`config.mk`:
```
export PLATFORM = sky130hd
export DESIGN_NAME = snn_lif_layer
export DESIGN_NICKNAME = d
export VERILOG_FILES = /design/src/rtl/snn_lif_layer.sv
export SDC_FILE = /design/constraint.sdc
export NUM_CORES = 1
export LEC_CHECK = 0
export ABC_CLOCK_PERIOD_IN_PS = 7800
export BUFFER_PORTS_ARGS = -buffer_cell sky130_fd_sc_hd__buf_2
export CAP_MARGIN = 10
export CORE_ASPECT_RATIO = 0.8
export CORE_UTILIZATION = 50
export CTS_CLUSTER_DIAMETER = 200
export CTS_CLUSTER_SIZE = 10
export DETAILED_ROUTE_END_ITERATION = 8
export PLACE_DENSITY_LB_ADDON = 0.12
export SLEW_MARGIN = 20
export SYNTH_ARGS = -nofsm -noshare
export SYNTH_HDL_FRONTEND = slang
export SYNTH_HIERARCHICAL = 1
export SYNTH_SLANG_ARGS = --single-unit
```
`constraint.sdc`:
```
create_clock -name clk -period 7.8 [get_ports clk]
set_clock_uncertainty 0.15 [all_clocks]
set_input_delay 0.78 -clock clk [delete_from_list [all_inputs] [get_ports clk]]
set_output_delay 0.78 -clock clk [all_outputs]
set_load 0.1 [all_outputs]
```
`src/rtl/snn_lif_layer.sv`:
```
// Leaky integrate-and-fire layer: leak, one pass over the weight memory, then fire.
// Optional refractory behaviour is compiled in with `define SNN_REFRACTORY_EN.

module snn_lif_neuron #(
    parameter int                    V_W        = 12,
    parameter logic signed [V_W-1:0] THRESH     = 64,
    parameter int                    LEAK_SHIFT = 3
) (
    input  logic              clk,
    input  logic              rst_n,
    input  logic              leak_en,
    input  logic              acc_en,
    input  logic              fire_en,
    input  logic signed [7:0] w,
    output logic              spike
);
    logic signed [V_W-1:0] v;
    logic signed [V_W:0]   sum;
    logic signed [V_W-1:0] v_sat;
    logic signed [V_W-1:0] v_leak;
    logic                  refr;
    logic                  fire_hit;

    assign sum    = {v[V_W-1], v} + {{(V_W-7){w[7]}}, w};
    assign v_leak = v - (v >>> LEAK_SHIFT);

    // Top two sum bits disagree only on overflow; clamp to the rail of the true sign.
    always_comb begin
        v_sat = sum[V_W-1:0];
        if (sum[V_W] != sum[V_W-1])
            v_sat = sum[V_W] ? {1'b1, {(V_W-1){1'b0}}} : {1'b0, {(V_W-1){1'b1}}};
    end

    assign fire_hit = !refr && (v >= THRESH);

`ifdef SNN_REFRACTORY_EN
    always_ff @(posedge clk or negedge rst_n) begin
        if (!rst_n)       refr <= 1'b0;
        else if (fire_en) refr <= fire_hit;
    end
`else
    assign refr = 1'b0;
`endif

    always_ff @(posedge clk or negedge rst_n) begin
        if (!rst_n) begin
            v     <= '0;
            spike <= 1'b0;
        end else if (fire_en) begin
            spike <= fire_hit;
            if (fire_hit || refr) v <= '0;
        end else if (leak_en && !refr) begin
            v <= v_leak;
        end else if (acc_en && !refr) begin
            v <= v_sat;
        end
    end
endmodule

module snn_lif_layer #(
    parameter int                    N_IN       = 4,
    parameter int                    N_OUT      = 2,
    parameter int                    V_W        = 12,
    parameter logic signed [V_W-1:0] THRESH     = 12'sd64,
    parameter int                    LEAK_SHIFT = 3
) (
    input  logic                    clk,
    input  logic                    rst_n,
    input  logic                    start,
    input  logic [N_IN-1:0]         in_spikes,
    output logic [3:0]              mem_addr,
    input  logic signed [7:0]       mem_rdata,
    output logic                    busy,
    output logic                    done,
    output logic [N_OUT-1:0]        out_spikes
);
    localparam int N_SYN = N_IN * N_OUT;

    typedef enum logic [2:0] {S_IDLE, S_LEAK, S_SCAN, S_DRAIN, S_FIRE} state_t;

    state_t          state;
    logic [3:0]      idx;
    logic [3:0]      idx_d;
    logic            acc_vld;
    logic [N_IN-1:0] spk_q;

    assign mem_addr = (state == S_SCAN) ? idx : 4'd0;

    always_ff @(posedge clk or negedge rst_n) begin
        if (!rst_n) begin
            state <= S_IDLE;
            idx   <= '0;
            spk_q <= '0;
            busy  <= 1'b0;
            done  <= 1'b0;
        end else begin
            done <= 1'b0;
            case (state)
                S_IDLE: if (start) begin
                    spk_q <= in_spikes;
                    busy  <= 1'b1;
                    state <= S_LEAK;
                end
                S_LEAK: begin
                    idx   <= '0;
                    state <= S_SCAN;
                end
                S_SCAN: begin
                    idx <= idx + 4'd1;
                    if (idx == 4'(N_SYN - 1)) begin
                        idx   <= '0;
                        state <= S_DRAIN;
                    end
                end
                S_DRAIN: state <= S_FIRE;
                S_FIRE: begin
                    done  <= 1'b1;
                    busy  <= 1'b0;
                    state <= S_IDLE;
                end
                default: state <= S_IDLE;
            endcase
        end
    end

    // Memory data lags the address by one edge; idx_d names the weight now on mem_rdata.
    always_ff @(posedge clk or negedge rst_n) begin
        if (!rst_n) begin
            idx_d   <= '0;
            acc_vld <= 1'b0;
        end else begin
            idx_d   <= idx;
            acc_vld <= (state == S_SCAN);
        end
    end

    for (genvar j = 0; j < N_OUT; j++) begin : g_neuron
        logic [N_IN-1:0] hit;
        for (genvar i = 0; i < N_IN; i++) begin : g_syn
            assign hit[i] = spk_q[i] && (idx_d == 4'(j * N_IN + i));
        end
        snn_lif_neuron #(
            .V_W       (V_W),
            .THRESH    (THRESH),
            .LEAK_SHIFT(LEAK_SHIFT)
        ) u_neuron (
            .clk    (clk),
            .rst_n  (rst_n),
            .leak_en(state == S_LEAK),
            .acc_en (acc_vld && (|hit)),
            .fire_en(state == S_FIRE),
            .w      (mem_rdata),
            .spike  (out_spikes[j])
        );
    end
endmodule
```
==> results_dict.tcl <==
set metrics [dict create \
    clock_path_buffers 2 \
    r2r_slack_ns 4.87 \
    initial_core_util_pct 52.7 \
    ys.flop_type "dfrtp_1" \
    nFillCells 709 \
    max_cap_viol_count 0 \
    yosysSeqAreaShare_pct 25.8 \
    die_w_um 105 \
    viasPerCell 6.17 \
    crit_type "in2reg" \
    netlist_instances 468 \
    cts_resized 0 \
    dp_hpwl_um 7960 \
    reg2reg_from "state[0]" \
    drt_wl_total_um 10200 \
    nNetsFinal 561 \
    outcome "finished clean" \
    fmax_mhz 331 \
    setup_viol 0 \
    drive_gt1_share_pct 14.4 \
    crit_path_end_kind "flop" \
    rows 29 \
    track_usage_pct 24.3 \
    cp.required_ns 7.85 \
    yosys_warnings 6 \
    synthTopCellsByCount "49 x ha_1, 44 x dfrtp_1, 37 x a21oi_1" \
    antenna_left 0 \
    firstDrtPassIters 5 \
    synth-adder-area-share_pct 16.3 \
    portBuffers 22 \
    critPathMaxFanout 8 \
    h-tree-depth 2 \
    wl_per_cell_um 17.0 \
    synth_cell_types 58 \
    drtIter0Drc 288 \
    synth_top_family_by_area "compound AO/OA/AOI/OAI gates" \
    yosysTopAreaCellShare_pct 25.8 \
    worstMarginPinSlew_ns 0.645 \
    synth_simple_gate_area_share_pct 16.5 \
    period_share_pct 38.7 \
    cts_setup_buffers 0 \
    gr-total-overflow 0 \
    fin_setup_tns_ns 0 \
    finalWeightedCongestion 0.873 \
    synthArstFlopShare_pct 100 \
    core_area_mm2 0.00809 \
    relSlewSlack_pct 56.8 \
    synth_edf_count 0 \
    fp.dieH_um 84.6 \
    arrival_ns 3.07 \
    root_buffer "clkbuf_8" \
    insertion_delay_ns 0.30 \
    reg2reg_to "g_neuron[1].u_neuron/v[9]" \
    clock-sinks 44 \
    ctsHoldBuffers 0 \
    r2r_cells 6 \
    via_count 3712 \
    grt_pass1_vias 3518 \
    timing.critical_path.from_type "primary input" \
    synthMuxAreaShare_pct 3.23 \
    antenna_found_initial 0 \
    crit_path_start "mem_rdata[0]" \
    yosysMostFrequentCell "ha_1" \
    setup_ws_ns 4.78 \
    cts_tree "yes" \
    io_pins 23 \
    dp_slack_ns 4.49 \
    grt_pass1_wl_um 17500 \
    synth-xor-area-share_pct 6.57 \
    synthTopCellsByArea "dfrtp_1 26%, ha_1 14%, a21oi_1 4.3%" \
    met1Wirelength_um 5350 \
    yosys_register_bits 44 \
    cts.clk_slew.worst_paths_ns 0.10 \
    drc_errors 0 \
    hold_class "in2async" \
    diodes 0 \
    syn_avg_cell_area_um2 9.11 \
    fin_hold_ws_ns 0.314 \
    dr.max_layer_used "met4" \
    synth-compound-area-share_pct 28.2 \
    wl_met2_um 4330 \
    hold_viol 0 \
    syn_to_final_growth_pct 8.16 \
    syn-num-nets 536 \
    wl_met3_um 469 \
    cts_made_buffers 5 \
    finalMaxSlewViolations 0 \
    grt_max_degree 45 \
    die_area_mm2 0.00890 \
    synth_top_area_cell "dfrtp_1" \
    min_period_ns 3.02 \
    rsz0062_at_grt "no" \
    synth_area_mm2 0.00426 \
]
-- per-stage QoR --
step                      cells  utilization, %  area, µm²
final                       602            57.0       4610
after global placement      594            55.5       4490
after global routing        602            57.0       4610
after floorplan             468               -       4260
after detailed placement    594            55.5       4490
after CTS                   602            57.0       4610
-- area by class of cell --
cell class | instances | area [µm²] | share of cell area [%]
clock inverter | 3 | 46.3 | 1.00
inverter | 33 | 125 | 2.71
sequential | 44 | 1100 | 23.9
tap | 108 | 135 | 2.93
multi-input combinational | 386 | 3010 | 65.4
timing repair buffer | 23 | 120 | 2.61
clock buffer | 5 | 68.8 | 1.49
-- kinds of logic (layout without fill, tap and decap cells) --
kind of cell,Yosys count,after routing
and+or+nand+nor,129,129
muxes,10,10
DFF,44,44
adders and majority gates,53,53
xor gates and xnor gates,32,32
AOI/OAI and AO/OA,162,162
buffers and inverters,38,64
-- cells in the final DEF (no fill, tap or decap), types with 8 or more instances in the layout --
cell,instances
xor2_1,18
buf_2,21
nand2b_1,12
nor2_1,31
nor3_1,10
xnor2_1,14
ha_1,49
dfrtp_1,44
o21ai_0,26
a21oi_1,37
a221oi_2,8
or3_1,10
inv_1,32
and2_1,8
nand2_1,24
a21o_1,16
o21ai_1,11
a211oi_2,8
-- worst max-delay path: stages --
cell and delay (ns):
buf_2 0.11, ha_1 0.24, fa_1 0.45, a211oi_2 0.30
nor3_2 0.12, nor3_2 0.23, o21bai_1 0.16, a21oi_4 0.32
o21ai_0 0.14, a22o_1 0.21
-- registers in the layout, summed over array words and instances, names as in the netlist --
register	cells
g_neuron.u_neuron/v	24
idx_d	4
g_neuron.u_neuron/spike	2
spk_q	4
acc_vld	1
state	3
busy	1
done	1
idx	4
-- metal layers --
layer  global-route usage, %  vias up
met5                       0        -
met2                    37.0      105
met3                    3.57       10
met4                    3.33        0
met1                    37.1     1793
li1                        -     1804
-- how the worst max path moves through the flow --
stage	end	slack (ns)	depth (start not counted)
4_1_cts	g_neuron[0].u_neuron/v[2]	4.81	10
3_3_place_gp	g_neuron[1].u_neuron/v[2]	4.56	10
5_1_grt	g_neuron[0].u_neuron/v[9]	4.60	10
2_1_floorplan	g_neuron[0].u_neuron/v[2]	4.86	9
3_5_place_dp	g_neuron[0].u_neuron/v[2]	4.49	10
6_report	g_neuron[1].u_neuron/v[2]	4.78	10
Power is not shown: default switching activity piles up to over one toggle a cycle in this logic, so the estimate is an artifact.
